$ cat src/rtl/fb_dac_pkg.sv
// Shared types and arithmetic helpers for the feedback-channel DAC drivers.
// Values are carried in a 17-bit signed workspace wide enough for any DAC_W up to 15.
package fb_dac_pkg;

    typedef enum logic [1:0] {
        ST_IDLE   = 2'd0,
        ST_SETUP  = 2'd1,
        ST_STROBE = 2'd2
    } dac_state_e;

    localparam int unsigned CALC_W = 17;

    typedef struct packed {
        logic signed [CALC_W-1:0] val;
        logic                     clip;
    } sat_res_t;

    function automatic logic signed [CALC_W-1:0] fs_max_f(input int unsigned w);
        logic signed [CALC_W-1:0] one_s;
        one_s = 17'sd1;
        return (one_s <<< (w - 32'd1)) - 17'sd1;
    endfunction

    function automatic logic signed [CALC_W-1:0] fs_min_f(input int unsigned w);
        logic signed [CALC_W-1:0] one_s;
        one_s = 17'sd1;
        return -(one_s <<< (w - 32'd1));
    endfunction

    function automatic logic [CALC_W-1:0] midscale_f(input int unsigned w);
        logic [CALC_W-1:0] one_u;
        one_u = 17'd1;
        return one_u << (w - 32'd1);
    endfunction

    // Operands must already be sign-extended to CALC_W; the result is clamped to a w-bit signed range.
    function automatic sat_res_t sat_add_f(input logic signed [CALC_W-1:0] a,
                                           input logic signed [CALC_W-1:0] b,
                                           input int unsigned              w);
        sat_res_t                 res;
        logic signed [CALC_W-1:0] sum;
        sum = a + b;
        if (sum > fs_max_f(w)) begin
            res.val  = fs_max_f(w);
            res.clip = 1'b1;
        end else if (sum < fs_min_f(w)) begin
            res.val  = fs_min_f(w);
            res.clip = 1'b1;
        end else begin
            res.val  = sum;
            res.clip = 1'b0;
        end
        return res;
    endfunction

endpackage

$ cat src/rtl/fb_dac_driver_sat_cnt.sv
// Saturating event counter with synchronous clear (clear has priority over increment).
module sat_cnt
    import fb_dac_pkg::*;
#(
    parameter int unsigned W = 16
) (
    input  logic         clk,
    input  logic         rst_n,
    input  logic         clr,
    input  logic         inc,
    output logic [W-1:0] cnt
);

    logic [W-1:0] cnt_q;
    logic [W-1:0] cnt_d;

    // Next count: clear, saturating increment, or hold.
    always_comb begin
        cnt_d = cnt_q;
        if (clr) begin
            cnt_d = '0;
        end else if (inc && (cnt_q != {W{1'b1}})) begin
            cnt_d = cnt_q + W'(1);
        end else begin
            cnt_d = cnt_q;
        end
    end

    // Counter register.
    always_ff @(posedge clk or negedge rst_n) begin
        if (!rst_n) begin
            cnt_q <= '0;
        end else begin
            cnt_q <= cnt_d;
        end
    end

    assign cnt = cnt_q;

endmodule

$ cat src/rtl/fb_dac_driver.sv
// Per-channel kicker DAC driver: captures the feedback correction, saturates and
// offsets it, and presents it in offset binary with a setup-then-strobe write cycle.
module fb_dac_driver
    import fb_dac_pkg::*;
#(
    parameter int unsigned DAC_W     = 14,
    parameter int unsigned SETUP_CYC = 2,
    parameter int unsigned WR_LEN    = 2,
    parameter int unsigned CNT_W     = 16
) (
    input  logic             clk,
    input  logic             rst_n,
    input  logic [14:0]      pout,
    input  logic             fb_cond,
    input  logic             dac_clk,
    input  logic             DSPoflow,
    input  logic             fb_en,
    input  logic             store_strb,
    input  logic [DAC_W-1:0] dac_offset,
    input  logic             cnt_clr,
    output logic [DAC_W-1:0] dac_data,
    output logic             dac_wr,
    output logic             sat_flag,
    output logic [CNT_W-1:0] oflow_cnt,
    output logic [CNT_W-1:0] busy_cnt
);

    localparam logic [CALC_W-1:0] MID_V    = midscale_f(DAC_W);
    localparam logic [CALC_W-1:0] FS_MAX_V = fs_max_f(DAC_W);
    localparam logic [CALC_W-1:0] FS_MIN_V = fs_min_f(DAC_W);
    localparam logic [3:0]        SETUP_LAST = 4'(SETUP_CYC - 1);
    localparam logic [3:0]        WR_LAST    = 4'(WR_LEN - 1);

    logic             fb_cond_q, dac_clk_q, store_strb_q;
    logic             fb_rise_s, dac_rise_s, clr_req_s, capture_s, busy_inc_s, oflow_inc_s;

    logic [DAC_W-1:0] pending_q, pending_d;
    logic             pending_sat_q, pending_sat_d;

    dac_state_e       state_q, state_d;
    logic [3:0]       cyc_q, cyc_d;
    logic [DAC_W-1:0] dac_data_q, dac_data_d;
    logic             dac_wr_q, dac_wr_d;
    logic             sat_flag_q, sat_flag_d;

    logic signed [CALC_W-1:0] pout_ext_s, pend_ext_s, off_ext_s;
    sat_res_t                 cap_res_s, out_res_s;

    assign pout_ext_s = {{(CALC_W-15){pout[14]}}, pout};
    assign pend_ext_s = {{(CALC_W-DAC_W){pending_q[DAC_W-1]}}, pending_q};
    assign off_ext_s  = {{(CALC_W-DAC_W){dac_offset[DAC_W-1]}}, dac_offset};

    // Edge detection against last cycle's input levels.
    always_comb begin
        fb_rise_s  = fb_cond & ~fb_cond_q;
        dac_rise_s = dac_clk & ~dac_clk_q;
        clr_req_s  = ~store_strb & store_strb_q;
        capture_s  = fb_en & fb_rise_s;
        oflow_inc_s = capture_s & DSPoflow;
        cap_res_s  = sat_add_f(pout_ext_s, 17'sd0, DAC_W);
        out_res_s  = sat_add_f(pend_ext_s, off_ext_s, DAC_W);
    end

    // Pending word: disable clears it, a capture beats a simultaneous clear request.
    always_comb begin
        pending_d     = pending_q;
        pending_sat_d = pending_sat_q;
        if (!fb_en) begin
            pending_d     = '0;
            pending_sat_d = 1'b0;
        end else if (capture_s) begin
            if (DSPoflow) begin
                pending_d     = pout[14] ? FS_MIN_V[DAC_W-1:0] : FS_MAX_V[DAC_W-1:0];
                pending_sat_d = 1'b1;
            end else begin
                pending_d     = cap_res_s.val[DAC_W-1:0];
                pending_sat_d = cap_res_s.clip;
            end
        end else if (clr_req_s) begin
            pending_d     = '0;
            pending_sat_d = 1'b0;
        end else begin
            pending_d     = pending_q;
            pending_sat_d = pending_sat_q;
        end
    end

    // Write sequencer next state; dac_data only changes on a launch from IDLE.
    always_comb begin
        state_d    = state_q;
        cyc_d      = cyc_q;
        dac_data_d = dac_data_q;
        dac_wr_d   = dac_wr_q;
        sat_flag_d = sat_flag_q;
        busy_inc_s = 1'b0;
        if (!fb_en) begin
            state_d  = ST_IDLE;
            cyc_d    = 4'd0;
            dac_wr_d = 1'b0;
        end else begin
            case (state_q)
                ST_IDLE: begin
                    dac_wr_d = 1'b0;
                    cyc_d    = 4'd0;
                    if (dac_rise_s) begin
                        dac_data_d = {~out_res_s.val[DAC_W-1], out_res_s.val[DAC_W-2:0]};
                        sat_flag_d = pending_sat_q | out_res_s.clip;
                        state_d    = ST_SETUP;
                    end else begin
                        state_d = ST_IDLE;
                    end
                end
                ST_SETUP: begin
                    busy_inc_s = dac_rise_s;
                    if (cyc_q == SETUP_LAST) begin
                        state_d  = ST_STROBE;
                        cyc_d    = 4'd0;
                        dac_wr_d = 1'b1;
                    end else begin
                        cyc_d    = cyc_q + 4'd1;
                        dac_wr_d = 1'b0;
                    end
                end
                ST_STROBE: begin
                    busy_inc_s = dac_rise_s;
                    if (cyc_q == WR_LAST) begin
                        state_d  = ST_IDLE;
                        cyc_d    = 4'd0;
                        dac_wr_d = 1'b0;
                    end else begin
                        cyc_d    = cyc_q + 4'd1;
                        dac_wr_d = 1'b1;
                    end
                end
                default: begin
                    state_d  = ST_IDLE;
                    cyc_d    = 4'd0;
                    dac_wr_d = 1'b0;
                end
            endcase
        end
    end

    // Input history and pending word.
    always_ff @(posedge clk or negedge rst_n) begin
        if (!rst_n) begin
            fb_cond_q     <= 1'b0;
            dac_clk_q     <= 1'b0;
            store_strb_q  <= 1'b0;
            pending_q     <= '0;
            pending_sat_q <= 1'b0;
        end else begin
            fb_cond_q     <= fb_cond;
            dac_clk_q     <= dac_clk;
            store_strb_q  <= store_strb;
            pending_q     <= pending_d;
            pending_sat_q <= pending_sat_d;
        end
    end

    // Sequencer state and its registered outputs.
    always_ff @(posedge clk or negedge rst_n) begin
        if (!rst_n) begin
            state_q    <= ST_IDLE;
            cyc_q      <= 4'd0;
            dac_data_q <= MID_V[DAC_W-1:0];
            dac_wr_q   <= 1'b0;
            sat_flag_q <= 1'b0;
        end else begin
            state_q    <= state_d;
            cyc_q      <= cyc_d;
            dac_data_q <= dac_data_d;
            dac_wr_q   <= dac_wr_d;
            sat_flag_q <= sat_flag_d;
        end
    end

    sat_cnt #(.W(CNT_W)) u_oflow_cnt (
        .clk   (clk),
        .rst_n (rst_n),
        .clr   (cnt_clr),
        .inc   (oflow_inc_s),
        .cnt   (oflow_cnt)
    );

    sat_cnt #(.W(CNT_W)) u_busy_cnt (
        .clk   (clk),
        .rst_n (rst_n),
        .clr   (cnt_clr),
        .inc   (busy_inc_s),
        .cnt   (busy_cnt)
    );

    assign dac_data = dac_data_q;
    assign dac_wr   = dac_wr_q;
    assign sat_flag = sat_flag_q;

endmodule
$ cat config.mk
export PLATFORM = sky130hd
export DESIGN_NAME = fb_dac_driver
export DESIGN_NICKNAME = d
export VERILOG_FILES = /design/src/rtl/fb_dac_pkg.sv /design/src/rtl/fb_dac_driver_sat_cnt.sv /design/src/rtl/fb_dac_driver.sv
export SDC_FILE = /design/constraint.sdc
export NUM_CORES = 1
export LEC_CHECK = 0
export ABC_AREA = 1
export CELL_PAD_IN_SITES_DETAIL_PLACEMENT = 1
export CELL_PAD_IN_SITES_GLOBAL_PLACEMENT = 1
export CORE_MARGIN = 4
export CORE_UTILIZATION = 41
export DETAILED_ROUTE_END_ITERATION = 6
export HOLD_SLACK_MARGIN = 0.12
export PLACE_DENSITY_LB_ADDON = 0.1
export SYNTH_ARGS = -nofsm -noshare
export SYNTH_HDL_FRONTEND = slang
export SYNTH_SLANG_ARGS = --single-unit
$ cat constraint.sdc
create_clock -name clk -period 4.15 [get_ports clk]
set_input_delay 0.6225 -clock clk [delete_from_list [all_inputs] [get_ports clk]]
set_output_delay 0.6225 -clock clk [all_outputs]
set_load 0.02 [all_outputs]
[Word-level counts from Yosys, hierarchy flattened]
Cells that the tools add are included.
W data, S select, Z words.
Storage, ports and cells
  register bits: 72
  bits of input ports: 37
  word-level logic and storage cells: 77
  output and inout port bits: 48
Operators by class
  muxes and demuxes: 31
  bitwise logic cells: 10
  reduce and logical (&&, ||, !) cells: 8
  equal/unequal tests: 8
  add/sub/neg operators: 4
  $lt $le $gt $ge: 4
Operator list (count)
  $mux W14: 5
  $mux W16: 4
  $mux W15: 4
  $add A16 B1 Y16 const B: 2
  $ne A16 B16 Y1 const B: 2
  $gt A15 B14 Y1 const B: 2
  $lt A15 B14 Y1 const B: 2
  $add A14 B14 Y15: 1
  $mux W4: 3
  $mux W1: 10
  $mux W2: 3
  $ne A3 B3 Y1 const B: 2
  $pmux W2 S3: 1
  $and A1 B1 Y1: 5
  $add A4 B1 Y4 const B: 1
  $eq A4 B1 Y1 const B: 1
  $not A1 Y1: 4
  $reduce_bool A2 Y1: 2
  $ne A3 B1 Y1 const B: 1
  $reduce_and A3 Y1: 1
  $eq A2 B1 Y1 const B: 1
  $eq A2 B2 Y1 const B: 1
  $logic_and A1 B1 Y1: 2
  $logic_not A2 Y1: 1
  other kinds (4): 4

[Longest topological paths before layout]
Gate-level depths: netlist (run 1).
  depth after elaboration: 7
  depth in mapped cells: 15
  mapped depth without buffers: 14

[Cells and area by module]
From an unflattened synthesis (run 1), not the netlist that was laid out.
Unflattened totals
  cells, all modules: 644
  area, all modules: 4849.7 sq um
By module, submodules not included
  fb_dac_driver: instances 1, seq. area each 1002.2 sq um, area each 2775.2 sq um, cells each 356
  sat_cnt: instances 2, seq. area each 400.4 sq um, area each 1037.2 sq um, cells each 144

[Worst setup path after synthesis (run 1)]
OpenSTA, ideal clock, no wires.
  path type: input port to flip-flop
  start: input port dac_offset[0]
  end: register dac_data_q[3] (netlist: dac_data[3])
  stages on the path: 14
  path buffers: 1
  library setup time: 0.117 ns
  data arrival time: 2.093 ns
  setup slack: 1.940 ns
  required time: 4.033 ns
  cell sequence: ha_1 inv_1 fa_1 inv_1 nand2_1 nand3_2 nand2_1 nand3_2 nand2_2 nor2_4 buf_6 nor2_2 nor2_1 nor2_1
On the way
  word-level cells in the longest chain between the ends: 4
  elaborated cells on any way between the ends: 5
  those cells by class: add/sub (1); order compare (2); mux (2)
RTL lines
  from (decl): RTL line fb_dac_driver.sv:19  | input logic [DAC_W-1:0] dac_offset,
  $add A14 B14 Y15 (*): RTL line fb_dac_pkg.sv:42  | sum = a + b;
  $lt A15 B14 Y1: RTL line fb_dac_pkg.sv:46  | end else if (sum < fs_min_f(w)) begin
  $mux W15: RTL line fb_dac_pkg.sv:46
  $mux W15 (*): RTL line fb_dac_pkg.sv:43  | if (sum > fs_max_f(w)) begin
  to (signal assigned): RTL line fb_dac_driver.sv:166  | dac_data_q <= MID_V[DAC_W-1:0];
  to (signal assigned): RTL line fb_dac_driver.sv:172  | dac_data_q <= dac_data_d;
  to (decl): RTL line fb_dac_driver.sv:42  | logic [DAC_W-1:0] dac_data_q, dac_data_d;
Mark *: on every way between the ends. The rest lies on a longest branch, timed or not.
A chain may end at the register's enable or synchronous reset.

[Worst setup path after layout (run 1)]
  start: input port dac_offset[0]
  end: register dac_data_q[7] (netlist: dac_data[7])
The elaborated chain is that of the path after synthesis.

==> impl_metrics.toml, run 1 <==
[layout]
fillers = 1331
fin_cells = 809
antennaDiodeCount = 0
fin_nets = 728
area_delta_synth_final_pct = 26.4
drive_above_1_share_pct = 7.73

[drt]
wl_per_cell_um = 14.9
drc = 0
antenna_left = 0
avgViaCountPerCell = 5.06
dr.pass1.iters = 4
initialDrtViolationCount = 201
num_vias = 4097
wirelength_um = 12000

[power_and_ir_drop]
leakage_nw = 2.51
p_per_area_mw_per_mm2 = 327
ir_drop_v = 0.000153

[floorplanning]
rows = 37
initial_core_util_pct = 42.3
die_h_um = 111
io_pins = 85
coreArea_mm2 = 0.0104
die_w_um = 111
design.die.area_mm2 = 0.0124

[logic_synthesis]
synthCells = 583
synth_fa_ha_area_share_pct = 6.73
avgSynthCellArea_um2 = 7.52
yosysSeqAreaShare_pct = 41.1
yosysMostFrequentCell = "nand2_1"
synth_xor_area_share_pct = 3.40
synth_top_family_by_area = "simple AND/OR/NAND/NOR gates"
yosys-top-cells-area = "dfrtp_1 (41%), nand2_1 (8.7%), nor2_1 (8.6%)"
async_flop_share_pct = 100
synth-seq-cells = 72
synthesis.area_mm2 = 0.00439
synth_compound_area_share_pct = 12.0
yosys_warnings = 0
synth_edf_count = 0
synth.area.mux_share_pct = 0
syn_nets = 643
netlist_top_cells_count = "nand2_1 (102), nor2_1 (100), inv_1 (78)"
synth_top_area_share_pct = 40.5
yosys.area.top_type = "dfrtp_1"
synth_top_flop_cell = "dfrtp_1"
synth.distinct_cells = 35
yosys.area_share.simple_pct = 28.3

[setup_path]
rrSetupSlack_ps = 1820
path_class = "primary input to flop"
cp_max_fo = 12
arrival_ps = 2910
cp-start-kind = "primary input"
crit_required_ps = 4400
path_cells = "clkdlybuf4s50_1 -> ha_1 -> inv_1 -> fa_1 -> inv_1 -> nand2_1 -> nand3_2 -> nand2_1 -> nand3_2 -> nand2_2 -> nor2_4 -> nor2_1 -> nor2_1 -> nor2_1"
worst_path_most_repeated_cell = "nor2_1"
cp_num_buf_inv = 3
reg2reg_depth = 9
critPathMaxStageDelay_ps = 510
cpMaxStageDelayCell = "clkdlybuf4s50_1"
critical-path-top-delay-family = "simple AND/OR/NAND/NOR gates"
reg2reg_to = "u_oflow_cnt.cnt[6]"
r2r-start = "u_oflow_cnt.cnt[0]"
cp-end-kind = "flop"

[timing]
tns_ps = 0
rsz0062_at_grt = "no"
worst_pin_slew_ps = 1100
holdWs_ps = 136
hold_viol = 0
min_period_over_period_pct = 64.1
slew_violations = 0
setup_viol = 0
relSlewSlack_pct = 26.1
period_needed_ps = 2660
fin_worst_skew_ps = 8.03
fmax_mhz = 376

[global_route]
overflow = 0
grt_pass1_vias = 4333
grt_max_degree = 64
grt_first_pass_wirelength_um = 20600
antenna_found_initial = 0
grt_usage_pct = 19.9

[placement]
place_inst = 793
portBuffers = 84
gp_congestion = 0.851
hpwl_um = 9340

[clock_tree]
cts_root_buf = "clkbuf_8"
cts_buffers = 9
cts.reportedPaths.clkPinSlew_ps = 80
cts_max_level = 3
cts_setup_buffers = 0
clock_sinks = 72
cts.path.max_buffers = 2
clk_latency_ps = 360
holdBufCountCts = 0
cts_tree = "done"
cts-resized-gates = 0

[job]
maxCapViolations = 0

[outcome]
status = "finished, final reports clean"

[hold_path]
min_path_type = "primary input to async pin"
==> layer usage <==
layer	vias to the layer above	wire length, um	part of all wire (%)	track usage, %
met5	-	0	0	0
met4	0	162	1.3	4.95
met3	15	494	4.1	3.64
met2	82	5400	45	31.6
met1	1945	5960	50	28.4
li1	2055	-	-	-
==> cell type report <==
type / instances / area, um^2 / area share [%]
Sequential cell: 72 / 1800 / 32.5
Clock inverter: 6 / 67.6 / 1.22
Clock buffer: 10 / 138 / 2.48
Timing Repair Buffer: 86 / 851 / 15.3
Tap cell: 136 / 170 / 3.07
Inverter: 81 / 304 / 5.48
Multi-Input combinational cell: 418 / 2210 / 39.9
==> per-stage QoR <==
stage	cell area, um^2	power (mW)	util, %	setup slack, ps
2_1_floorplan	4390	1.05	-	1940
3_3_place_gp	5340	1.23	51.5	1210
3_5_place_dp	5340	1.25	51.5	1110
4_1_cts	5540	1.83	53.5	1490
5_1_grt	5540	1.91	53.5	1340
6_report	5540	1.81	53.5	1490
==> layout by cell type, fill, tap and decap left out, types with 10 or more instances in the layout <==
| cell | Yosys | final |
|---|---|---|
| nor2_1 | 100 | 100 |
| o22ai_1 | 14 | 14 |
| nand4_1 | 12 | 12 |
| nand3_1 | 33 | 33 |
| nand2_1 | 102 | 102 |
| a21oi_1 | 32 | 32 |
| dfrtp_1 | 71 | 71 |
| nor3_1 | 10 | 10 |
| xor2_1 | 11 | 11 |
| o21ai_0 | 34 | 34 |
| clkbuf_8 | 0 | 10 |
| inv_1 | 78 | 78 |
| clkdlybuf4s50_1 | 0 | 83 |
| nor2_2 | 10 | 10 |
| ha_1 | 22 | 22 |
==> cell families (layout without fill, tap and decap cells) <==
family          count (synthesis)  after routing
compound gates                 94             94
xor+xnor                       17             17
fa+ha+maj                      23             23
buf+inv                        93            183
flops                          72             72
simple gates                  284            284
==> report_power, final <==
part / total, mW / internal, mW / switching [mW]
sequential: 0.792 / 0.756 / 0.0359
combinational: 0.436 / 0.189 / 0.247
clock: 0.585 / 0.296 / 0.289
total: 1.81 / 1.24 / 0.571
==> flip-flops by register name (all words and copies together) (netlist names) <==
signal / cells
u_oflow_cnt.cnt: 16
dac_wr: 1
state_q: 2
cyc_q: 4
pending_q: 14
store_strb_q: 1
sat_flag: 1
dac_clk_q: 1
dac_data: 14
pending_sat_q: 1
u_busy_cnt.cnt: 16
fb_cond_q: 1
==> worst register-to-register path, cell delays in order, from the launching register on <==
cell,delay (ps)
dfrtp_1,430
ha_1,210
nand2_1,90
nor2_1,220
nand3_1,190
o21ai_2,510
nor2_1,230
nand2_1,130
o21ai_0,80
a21oi_1,170
==> how the worst max path moves through the flow <==
stage                             start          end  slack (ps)  depth (start not counted)
after floorplan           dac_offset[0]  dac_data[3]        1940                         14
after global placement    dac_offset[0]  dac_data[7]        1210                         14
after detailed placement  dac_offset[0]  dac_data[7]        1110                         14
after CTS                 dac_offset[0]  dac_data[7]        1490                         14
after global routing      dac_offset[0]  dac_data[8]        1340                         14
final                     dac_offset[0]  dac_data[7]        1490                         14
No activity file was read; power rests on OpenSTA's default activity.
==> run 2: changes to the inputs <==
Settings changed: CORE_UTILIZATION 41 to 34.
Clock period 4.15 ns to 2.3 ns, I/O delays scaled along.
==> run 2 against run 1 <==
  * Cell area increased by 12%
  * Sequential share of layout area decreased by 3.4 points
  * Final cell count increased by 11%
  * Wire length increased by 14%
  * Die area increased by 19%
  * Setup slack got worse by 1400 ps
  * Critical path depth increased by 1
  * Clock skew about the same
  * Global-route usage decreased by 0.55 points
  * Clock power increased by 140%
  * Critical endpoint is now sat_flag
  * Largest cell class unchanged
==> impl_metrics.toml, run 2 (synthesized netlist as in run 1, its figures left out) <==
[timing]
setup_viol = 0
relSlewSlack_pct = 62.6
rsz0062_at_grt = "yes"
fin_worst_skew_ps = 8.24
fmax_mhz = 456
slew_violations = 0
period_needed_ps = 2190
min_period_over_period_pct = 95.4
hold_viol = 0
worst_pin_slew_ps = 557

[hold_path]
min_path_type = "primary input to async pin"

[setup_path]
cp-start-kind = "primary input"
cp-startpoint = "dac_offset[9]"
cp_max_fo = 5
arrival_ps = 2420
r2r-start = "pending_q[9]"
reg2reg_depth = 12
path_class = "primary input to flop"
crit_required_ps = 2530
cp-end-kind = "flop"

[global_route]
antenna_found_initial = 0
grt_first_pass_wirelength_um = 22800
grt_max_degree = 31
overflow = 0
grt_usage_pct = 19.4
grt_pass1_vias = 4612

[floorplanning]
rows = 41
design.die.area_mm2 = 0.0148
coreArea_mm2 = 0.0126
io_pins = 85
die_h_um = 122
initial_core_util_pct = 34.8
die_w_um = 122

[power_and_ir_drop]
ir_drop_v = 0.000306
p_per_area_mw_per_mm2 = 611
leakage_nw = 2.83
p_total_mw = 3.79

[drt]
dr_wl_met2_um = 6580
num_vias = 4313
wl_met3_um = 425
wl_per_cell_um = 15.2
met1Wirelength_um = 6400
avgViaCountPerCell = 4.82
initialDrtViolationCount = 165
top_layer_used = "met4"
antenna_left = 0
wirelength_um = 13600
dr.pass1.iters = 6
drc = 0

[placement]
place_inst = 877
gp_congestion = 0.835
portBuffers = 84
hpwl_um = 10500

[clock_tree]
cts_buffers = 9
cts.reportedPaths.clkPinSlew_ps = 60
clock_sinks = 72
cts.path.max_buffers = 2
cts_max_level = 3
clk_latency_ps = 340
cts_tree = "done"
cts_root_buf = "clkbuf_16"

[layout]
antennaDiodeCount = 0
drive_above_1_share_pct = 15.6
final_cell_mix = "nor2_1 (100), nand2_1 (99), clkdlybuf4s50_1 (80)"
fillers = 1588
fin_cells = 895
mostFrequentLayoutCell = "nor2_1"
fin_nets = 779
area_delta_synth_final_pct = 41.2

[job]
maxCapViolations = 0

[outcome]
status = "finished, final reports clean"
-- run 2: changes by cell type in the layout (fill, tap and decap cells not counted), sizes merged --
cell	delta
buf	+49
clkbuf	+3
clkdlybuf4s50	-3
clkinv	-1
clkinvlp	-1
dlygate4sd3	+1
dlymetal6s2s	+3
inv	-1
-- run 2: area by class of cell --
| class | count | area, um^2 | share of cell area (%) |
|---|---|---|---|
| repair buffers | 137 | 1290 | 20.8 |
| well taps | 172 | 215 | 3.47 |
| flip-flops and latches | 72 | 1800 | 29.1 |
| clock buffers | 12 | 246 | 3.98 |
| multi-input cells | 418 | 2300 | 37.1 |
| inverters | 81 | 304 | 4.91 |
| clock inverters | 3 | 42.5 | 0.687 |
-- run 2: where the power goes --
part	total, mW	internal (mW)	switching [mW]	leakage, nW
Clock	1.41	0.863	0.546	0.139
Sequential	1.43	1.37	0.0662	0.948
Combinational	0.943	0.452	0.491	1.75
Total	3.79	2.68	1.10	2.83
-- run 2: through the flow --
stage / cell area [um^2] / hold WS [ps] / setup TNS (ps) / utilization, % / setup WS [ps]
after floorplan: 4390 / 49.4 / 0 / - / 368
after global placement: 5770 / 262 / -2030 / 45.7 / -168
after detailed placement: 5770 / 264 / -3360 / 45.7 / -278
after CTS: 6070 / 436 / 0 / 48.1 / 71.3
after global routing: 6190 / 456 / -53.7 / 49.1 / -35.9
final: 6190 / 433 / 0 / 49.1 / 106
-- run 2: final timing paths --
| path | endpoint | slack, ps |
|---|---|---|
| max | sat_flag | 110 |
| min | dac_clk_q | 430 |
| max reg2reg | dac_data[5] | 140 |
| min reg2reg | cyc_q[0] | 510 |
| max in group asynchronous | u_busy_cnt.cnt[1] | 1290 |
| min in group clk | dac_clk_q | 500 |
-- run 2: metal layers --
metal / GRT usage, % / up-vias
met1: 25.7 / 2074
met2: 32.3 / 73
met5: 0 / -
met4: 6.58 / 0
li1: - / 2150
met3: 3.16 / 16
-- run 2: timing repair --
action | CTS | global route
buffers inserted | 0 | 1
hold buffers | 1 | 0
gates resized for setup | 0 | 19
endpoints found under the setup margin | 0 | 13
hold endpoints to repair | 9 | 0
-- run 2: critical path: stages --
cell and delay (ps):
clkdlybuf4s50_1 460, ha_2 320, nand2_2 120, inv_2 40, nand2_1 50, nand2_1 80, a21oi_2 190, buf_4 130
nand3_2 70, buf_4 140, buf_4 120, nand4_1 100, nand3_1 110, nand2_1 90, inv_1 50
